File: config.mk
export PLATFORM = sky130hd
export DESIGN_NAME = mc_controller
export DESIGN_NICKNAME = d
export VERILOG_FILES = /design/src/rtl/mc_ctrl_pkg.sv /design/src/rtl/mc_controller_aludec.sv /design/src/rtl/mc_controller.sv
export SDC_FILE = /design/constraint.sdc
export NUM_CORES = 1
export LEC_CHECK = 0
export ABC_AREA = 1
export ABC_CLOCK_PERIOD_IN_PS = 2000
export CAP_MARGIN = 20
export CORE_UTILIZATION = 60
export DETAILED_ROUTE_END_ITERATION = 16
export DONT_BUFFER_PORTS = 1
export PLACE_DENSITY = 0.82
export SYNTH_ARGS = -nofsm -noshare
export SYNTH_HDL_FRONTEND = slang
export SYNTH_SLANG_ARGS = --single-unit
export TNS_END_PERCENT = 100
File: constraint.sdc
create_clock -name clk -period 2 [get_ports clk]
set_input_delay 0.4 -clock clk [delete_from_list [all_inputs] [get_ports clk]]
set_output_delay 0.4 -clock clk [all_outputs]
set_load 0.1 [all_outputs]
File: src/rtl/mc_ctrl_pkg.sv
// Shared types and encodings for the multicycle MIPS control unit.
// Opcodes, R-type funct codes, ALU operation codes and mux-select values.
package mc_ctrl_pkg;

  typedef enum logic [3:0] {
    S_FETCH,
    S_DECODE,
    S_MEMADR,
    S_MEMRD,
    S_MEMWB,
    S_MEMWR,
    S_RTEXEC,
    S_ALUWB,
    S_ADDIEXEC,
    S_ADDIWB,
    S_BRANCH,
    S_JUMP,
    S_JAL,
    S_JR
  } state_t;

  typedef enum logic [1:0] {
    ALUOP_ADD,
    ALUOP_SUB,
    ALUOP_FUNCT
  } aluop_t;

  localparam logic [5:0] OP_RTYPE = 6'b000000;
  localparam logic [5:0] OP_LW    = 6'b100011;
  localparam logic [5:0] OP_SW    = 6'b101011;
  localparam logic [5:0] OP_ADDI  = 6'b001000;
  localparam logic [5:0] OP_BEQ   = 6'b000100;
  localparam logic [5:0] OP_BNE   = 6'b000101;
  localparam logic [5:0] OP_J     = 6'b000010;
  localparam logic [5:0] OP_JAL   = 6'b000011;

  localparam logic [5:0] F_ADD = 6'b100000;
  localparam logic [5:0] F_SUB = 6'b100010;
  localparam logic [5:0] F_AND = 6'b100100;
  localparam logic [5:0] F_OR  = 6'b100101;
  localparam logic [5:0] F_SLT = 6'b101010;
  localparam logic [5:0] F_JR  = 6'b001000;

  localparam logic [2:0] ALU_AND = 3'd0;
  localparam logic [2:0] ALU_OR  = 3'd1;
  localparam logic [2:0] ALU_ADD = 3'd2;
  localparam logic [2:0] ALU_SUB = 3'd6;
  localparam logic [2:0] ALU_SLT = 3'd7;

  localparam logic [1:0] SRCB_RT    = 2'd0;
  localparam logic [1:0] SRCB_FOUR  = 2'd1;
  localparam logic [1:0] SRCB_IMM   = 2'd2;
  localparam logic [1:0] SRCB_IMMSH = 2'd3;

  localparam logic [1:0] PC_ALURES = 2'd0;
  localparam logic [1:0] PC_ALUOUT = 2'd1;
  localparam logic [1:0] PC_JUMP   = 2'd2;
  localparam logic [1:0] PC_RS     = 2'd3;

  localparam logic [1:0] WB_ALUOUT = 2'd0;
  localparam logic [1:0] WB_DATA   = 2'd1;
  localparam logic [1:0] WB_PC     = 2'd2;

  localparam logic [1:0] DST_RT = 2'd0;
  localparam logic [1:0] DST_RD = 2'd1;
  localparam logic [1:0] DST_RA = 2'd2;

endpackage

File: src/rtl/mc_controller_aludec.sv
// ALU decoder: maps aluop/funct to an ALU operation code, zero-extended
// to the configured width, and flags R-type funct values it cannot execute.
module mc_aludec
  import mc_ctrl_pkg::*;
#(
  parameter int unsigned ALUCTRL_W = 5
) (
  input  aluop_t               aluop,
  input  logic [5:0]           funct,
  output logic [ALUCTRL_W-1:0] alucontrol,
  output logic                 funct_illegal
);

  logic [2:0] funct_code;
  logic [2:0] code;

  always_comb begin
    funct_code    = ALU_ADD;
    funct_illegal = 1'b0;
    case (funct)
      F_ADD:   funct_code = ALU_ADD;
      F_SUB:   funct_code = ALU_SUB;
      F_AND:   funct_code = ALU_AND;
      F_OR:    funct_code = ALU_OR;
      F_SLT:   funct_code = ALU_SLT;
      default: funct_illegal = 1'b1;
    endcase
  end

  always_comb begin
    code = ALU_ADD;
    case (aluop)
      ALUOP_ADD:   code = ALU_ADD;
      ALUOP_SUB:   code = ALU_SUB;
      ALUOP_FUNCT: code = funct_code;
      default:     code = ALU_ADD;
    endcase
  end

  assign alucontrol = ALUCTRL_W'(code);

endmodule

File: src/rtl/mc_controller.sv
// Multicycle MIPS control FSM: sequences each instruction over 3-5 cycles,
// stretching FETCH/MEMRD/MEMWR until the memory reports completion.
module mc_controller
  import mc_ctrl_pkg::*;
#(
  parameter int unsigned ALUCTRL_W = 5,
  parameter bit          HAS_BNE   = 1'b1,
  parameter bit          HAS_JAL   = 1'b1
) (
  input  logic                 clk,
  input  logic                 reset,
  input  logic [5:0]           op,
  input  logic [5:0]           funct,
  input  logic                 zero,
  input  logic                 mem_ready,
  output logic                 memreq,
  output logic                 iord,
  output logic                 memwrite,
  output logic                 irwrite,
  output logic                 pcen,
  output logic                 regwrite,
  output logic                 alusrca,
  output logic [1:0]           alusrcb,
  output logic [1:0]           pcsrc,
  output logic [1:0]           memtoreg,
  output logic [1:0]           regdst,
  output logic [ALUCTRL_W-1:0] alucontrol,
  output logic                 illegal
);

  state_t               state;
  state_t               decode_next;
  logic                 decode_illegal;
  logic                 funct_illegal;
  aluop_t               aluop;
  logic                 alu_en;
  logic [ALUCTRL_W-1:0] alu_code;

  logic       memreq_c, iord_c, memwrite_c, irwrite_c, pcen_c, regwrite_c;
  logic       alusrca_c, illegal_c;
  logic [1:0] alusrcb_c, pcsrc_c, memtoreg_c, regdst_c;

  mc_aludec #(.ALUCTRL_W(ALUCTRL_W)) u_aludec (
    .aluop         (aluop),
    .funct         (funct),
    .alucontrol    (alu_code),
    .funct_illegal (funct_illegal)
  );

  // Dispatch out of DECODE; unsupported encodings fall back to FETCH.
  always_comb begin
    decode_next    = S_FETCH;
    decode_illegal = 1'b0;
    case (op)
      OP_LW, OP_SW: decode_next = S_MEMADR;
      OP_RTYPE: begin
        if (HAS_JAL && funct == F_JR) decode_next = S_JR;
        else if (funct_illegal)       decode_illegal = 1'b1;
        else                          decode_next = S_RTEXEC;
      end
      OP_ADDI: decode_next = S_ADDIEXEC;
      OP_BEQ:  decode_next = S_BRANCH;
      OP_BNE: begin
        if (HAS_BNE) decode_next = S_BRANCH;
        else         decode_illegal = 1'b1;
      end
      OP_J: decode_next = S_JUMP;
      OP_JAL: begin
        if (HAS_JAL) decode_next = S_JAL;
        else         decode_illegal = 1'b1;
      end
      default: decode_illegal = 1'b1;
    endcase
  end

  always_ff @(posedge clk or negedge reset) begin
    if (!reset) begin
      state <= S_FETCH;
    end else begin
      case (state)
        S_FETCH:    if (mem_ready) state <= S_DECODE;
        S_DECODE:   state <= decode_next;
        S_MEMADR:   state <= (op == OP_SW) ? S_MEMWR : S_MEMRD;
        S_MEMRD:    if (mem_ready) state <= S_MEMWB;
        S_MEMWR:    if (mem_ready) state <= S_FETCH;
        S_RTEXEC:   state <= S_ALUWB;
        S_ADDIEXEC: state <= S_ADDIWB;
        default:    state <= S_FETCH;
      endcase
    end
  end

  always_comb begin
    memreq_c   = 1'b0;
    iord_c     = 1'b0;
    memwrite_c = 1'b0;
    irwrite_c  = 1'b0;
    pcen_c     = 1'b0;
    regwrite_c = 1'b0;
    alusrca_c  = 1'b0;
    alusrcb_c  = SRCB_RT;
    pcsrc_c    = PC_ALURES;
    memtoreg_c = WB_ALUOUT;
    regdst_c   = DST_RT;
    aluop      = ALUOP_ADD;
    alu_en     = 1'b0;
    illegal_c  = 1'b0;
    case (state)
      S_FETCH: begin
        memreq_c  = 1'b1;
        alusrcb_c = SRCB_FOUR;
        alu_en    = 1'b1;
        irwrite_c = mem_ready;
        pcen_c    = mem_ready;
      end
      S_DECODE: begin
        alusrcb_c = SRCB_IMMSH;
        alu_en    = 1'b1;
        illegal_c = decode_illegal;
      end
      S_MEMADR, S_ADDIEXEC: begin
        alusrca_c = 1'b1;
        alusrcb_c = SRCB_IMM;
        alu_en    = 1'b1;
      end
      S_MEMRD: begin
        memreq_c = 1'b1;
        iord_c   = 1'b1;
      end
      S_MEMWB: begin
        memtoreg_c = WB_DATA;
        regwrite_c = 1'b1;
      end
      S_MEMWR: begin
        memreq_c   = 1'b1;
        iord_c     = 1'b1;
        memwrite_c = 1'b1;
      end
      S_RTEXEC: begin
        alusrca_c = 1'b1;
        aluop     = ALUOP_FUNCT;
        alu_en    = 1'b1;
      end
      S_ALUWB: begin
        regdst_c   = DST_RD;
        regwrite_c = 1'b1;
      end
      S_ADDIWB: regwrite_c = 1'b1;
      S_BRANCH: begin
        alusrca_c = 1'b1;
        aluop     = ALUOP_SUB;
        alu_en    = 1'b1;
        pcsrc_c   = PC_ALUOUT;
        pcen_c    = ((op == OP_BEQ) & zero) | ((op == OP_BNE) & ~zero);
      end
      S_JUMP: begin
        pcsrc_c = PC_JUMP;
        pcen_c  = 1'b1;
      end
      S_JAL: begin
        pcsrc_c    = PC_JUMP;
        pcen_c     = 1'b1;
        regdst_c   = DST_RA;
        memtoreg_c = WB_PC;
        regwrite_c = 1'b1;
      end
      S_JR: begin
        pcsrc_c = PC_RS;
        pcen_c  = 1'b1;
      end
      default: ;
    endcase
  end

  // Outputs are forced low by the reset input itself so an asynchronous
  // assertion kills any in-flight strobe without waiting for a clock edge.
  assign memreq     = reset & memreq_c;
  assign iord       = reset & iord_c;
  assign memwrite   = reset & memwrite_c;
  assign irwrite    = reset & irwrite_c;
  assign pcen       = reset & pcen_c;
  assign regwrite   = reset & regwrite_c;
  assign alusrca    = reset & alusrca_c;
  assign illegal    = reset & illegal_c;
  assign alusrcb    = reset ? alusrcb_c  : '0;
  assign pcsrc      = reset ? pcsrc_c    : '0;
  assign memtoreg   = reset ? memtoreg_c : '0;
  assign regdst     = reset ? regdst_c   : '0;
  assign alucontrol = (reset && alu_en) ? alu_code : '0;

endmodule

==> flow_summary.toml, run 1 <==
[run_status]
stop_error = "[ERROR DPL-0038] Utilization greater than 100%, impossible to legalize"
status = "stopped before the end"
haltStage = "detailed placement (3_5_place_dp)"

[floorplan]
start_util_pct = 65.8
fp.dieH_um = 40.2
die_w_um = 40.2
row_count = 13
io_pins = 37

[synthesis]
ys.warnings.count = 0
ys_ff_latch = 4
synth-edff-count = 0
seq_area_frac_synth_pct = 11.4
synth-main-ff-cell = "dfrtp_1"
syn-mean-instance-area_sq_um = 5.16
syn_area_sq_um = 877
syn_inst = 170
async_flop_share_pct = 100
synth_cell_types = 24

[placed_design]
port_buffers = 0
gp_congestion = 0.959
[Yosys cell counts, types with 2 or more instances]
cell type  instances  share of area (%)
nand2_1           41                 18
nand2_2            5                3.6
ha_1               2                2.9
a21oi_1            6                3.4
nor2_1            29                 12
nor2_4             4                5.1
nand3_1           18                 10
dfrtp_1            4                 11
nor3_1             7                4.0
inv_1             35                 15
a31oi_1            2                1.4
buf_4              2                1.7
inv_2              4                1.7
[cell families after synthesis]
kind of cell	count (synthesis)	synth area share, %
XOR/XNOR	1	0.999
adder cells (fa/ha/maj)	2	2.85
other	1	0.428
AND/OR/NAND/NOR	108	56.2
AO/OA/AOI/OAI	12	9.27
flip-flops	4	11.4
buffers and inverters	42	18.8
[through the flow]
stage / std cells / setup slack (ns) / hold slack (ns)
2_1_floorplan: 171 / -0.235 / 0.104
3_3_place_gp: 210 / 0.0467 / 0.105
==> run 2: changes to the inputs <==
- CORE_AREA: unset -> 2 2 63 65
- CORE_UTILIZATION: 60 -> unset
- DIE_AREA: unset -> 0 0 65 67
- PLACE_DENSITY: 0.82 -> unset
- PLACE_DENSITY_LB_ADDON: unset -> 0.15
==> run 2 against run 1 <==
Synthesized cell count unchanged. Area after synthesis unchanged. The flow now finishes, with violations (setup timing).
==> flow_summary.toml, run 2 <==
[run_status]
status = "finished with violations"
violations = "setup timing"

[clock_network]
clock-sinks = 4
ctsLongestPathBuffers = 2
cts_tree = "done"
path_clk_slew_ns = 0.04
clock_latency_ns = 0.23
cts_max_level = 1
cts_buffers = 3
cts_root_buf = "clkbuf_8"

[routing]
drc_errors = 0
antenna_left = 0
detail_route.iter0.violations = 23
vias = 1219
wl_per_cell_um = 11.5
routed_wl_um = 3090
viasPerCell = 4.53
drt-pass1-iter-count = 5

[power_and_ir_drop]
power.density_mw_per_mm2 = 1190
combPwrFrac_pct = 84.8
power_leakage_nw = 0.913
sw_frac_of_total_pct = 57.0
p_clk_share_pct = 8.4
p_switching_mw = 1.29
p_int_mw = 0.974
ir_worst_vdd_v = 0.000439
pwr-share-seq_pct = 6.7

[hold_path]
min_from = "mem_ready"
hold_path_class = "in2reg"

[synthesis]
synth-main-ff-cell = "dfrtp_1"
ys_ff_latch = 4
syn_inst = 170
syn-mean-instance-area_sq_um = 5.16
async_flop_share_pct = 100
synth_cell_types = 24
synth.most_common_cell = "nand2_1"
yosysTopAreaCell = "nand2_1"
syn_area_sq_um = 877
ys.warnings.count = 0
synth_common_cells = "41 x nand2_1, 35 x inv_1, 29 x nor2_1, 18 x nand3_1, 7 x nor3_1"
synth-edff-count = 0
netlist_top_cells_area = "nand2_1 18%, inv_1 15%, nor2_1 12%"
seq_area_frac_synth_pct = 11.4
netlist.area_leader.share_pct = 17.5

[grt]
grt_usage_pct = 15.0
antenna_found_initial = 0
grt-ovfl-total = 0
grt_first_pass_wirelength_um = 5170
grt_pass1_vias = 1227
grt_max_degree = 12

[sta]
setup_ws_ns = -0.164
setup_violations = 8
clock.fmax_ghz = 0.462
rsz0062_at_grt = "true"
holdWs_ns = 0.413
fin_crit_sh_pct = 108
slew_violations = 0
skew_ns = 0.00557
hold_viol = 0
tns_ns = -0.778
period_needed_ns = 2.16

[placed_design]
port_buffers = 0
dp.final_hpwl_um = 2380
dpl_worst_slack_ns = -0.0167
gp_congestion = 0.832

[floorplan]
io_pins = 37
core_area_sq_mm = 0.00361
die-area_sq_mm = 0.00436
start_util_pct = 24.3
die_w_um = 65
fp.dieH_um = 67
row_count = 22

[worst_setup_path]
slowest_stage = "dfrtp_1"
critPathBufInv = 3
cp-start-kind = "register"
arrival_ns = 1.76
crit_chain = "buf_6 -> nor2_4 -> inv_4 -> nor2_4 -> nor3_2 -> o21bai_4 -> nand2_4 -> nor2_4 -> buf_12"
cp_max_fo = 4
cp-startpoint = "state[3]"
r2r_start = "state[3]"
crit_top_cell = "nor2_4"
cp.required_ns = 1.60
cp-end-kind = "primary output"
path_delay_family = "simple AND/OR/NAND/NOR gates"
max_stage_delay_ns = 0.42
crit_type = "reg2out"

[run]
cap_violations = 0

[cells_and_area]
nNetsFinal = 240
drive_gt1_share_pct = 48.4
largest_registers = "state (4)"
regMostFlops = "state"
final_common_cell = "nand2_1"
final_cell_mix = "33 x nand2_1, 28 x inv_1, 23 x buf_4, 21 x nor2_1, 19 x buf_12"
area_delta_synth_final_pct = 116
fin_util_pct = 52.6
largest_register_ffs = 4
num_antenna_cells = 0
## run 2: cell counts after synthesis
No cell type changed its count.
## run 2: metal layers
| metal | routed length (um) | global-route usage (%) | vias up |
|---|---|---|---|
| met5 | 0 | 0 | - |
| met4 | 59 | 5.32 | 0 |
| met2 | 1660 | 29.3 | 36 |
| li1 | - | - | 620 |
| met3 | 97 | 1.01 | 7 |
| met1 | 1270 | 17.1 | 556 |
## run 2: stage by stage
step                      power [mW]  instances  area, sq um
after detailed placement        1.76        246         1570
after global routing            2.36        269         1900
after global placement          1.75        246         1570
after floorplan                 1.27        171         1050
after CTS                       2.12        261         1760
final                           2.27        269         1900
## run 2: path summary, 6_finish.rpt
kind / endpoint / slack, ns / cells past startpoint
max: alucontrol[2] / -0.16 / 9
min: state[2] / 0.41 / 3
max reg2reg: state[2] / 0.49 / 11
min reg2reg: state[3] / 0.70 / 3
max in group asynchronous: state[2] / 1.33 / 1
min in group asynchronous: state[3] / 0.46 / 1
## run 2: power groups by stage
stage | Combinational, mW | Sequential (mW) | Clock, mW
4_1_cts | 1.79 | 0.148 | 0.186
3_5_place_dp | 1.61 | 0.150 | 0
5_1_grt | 2.02 | 0.155 | 0.193
3_3_place_gp | 1.60 | 0.146 | 0
6_report | 1.92 | 0.153 | 0.191
2_1_floorplan | 1.12 | 0.148 | 0
## run 2: cell families (layout without fill, tap and decap cells)
group / count (synthesis) / in the layout / share of synthesized area, %
flip-flops: 4 / 4 / 11.4
XOR/XNOR: 1 / 1 / 0.999
buffers and inverters: 42 / 92 / 18.8
adder cells (fa/ha/maj): 2 / 2 / 2.85
AND/OR/NAND/NOR: 108 / 108 / 56.2
AO/OA/AOI/OAI: 12 / 12 / 9.27
other: 1 / 2 / 0.428
## run 2: area by class of cell
cell class | instances | area (sq um)
Multi-Input combinational cell | 125 | 896
Inverter | 39 | 164
Tap cell | 48 | 60.1
Sequential cell | 4 | 103
Clock buffer | 4 | 45.0
Timing Repair Buffer | 49 | 631
Fill cell | 324 | 1710
## run 2: worst reg2reg max path: stages (launching register included)
cell	delay (ns)
dfrtp_1	0.42
buf_6	0.15
nor2_4	0.14
inv_4	0.07
nor2_4	0.12
buf_4	0.12
buf_4	0.09
buf_4	0.11
nand2_1	0.05
nand2_1	0.06
nand2_1	0.05
nand2_1	0.06
## run 2: what timing repair did
item / 4_1_cts / 5_1_grt
hold endpoints to repair: 4 / 0
hold buffers: 1 / 0
pin swaps: 13 / 8
gates resized for setup: 20 / 18
setup buffers: 10 / 9
endpoints found under the setup margin: 8 / 9
Note: power is estimated with default switching activity, not from simulation.
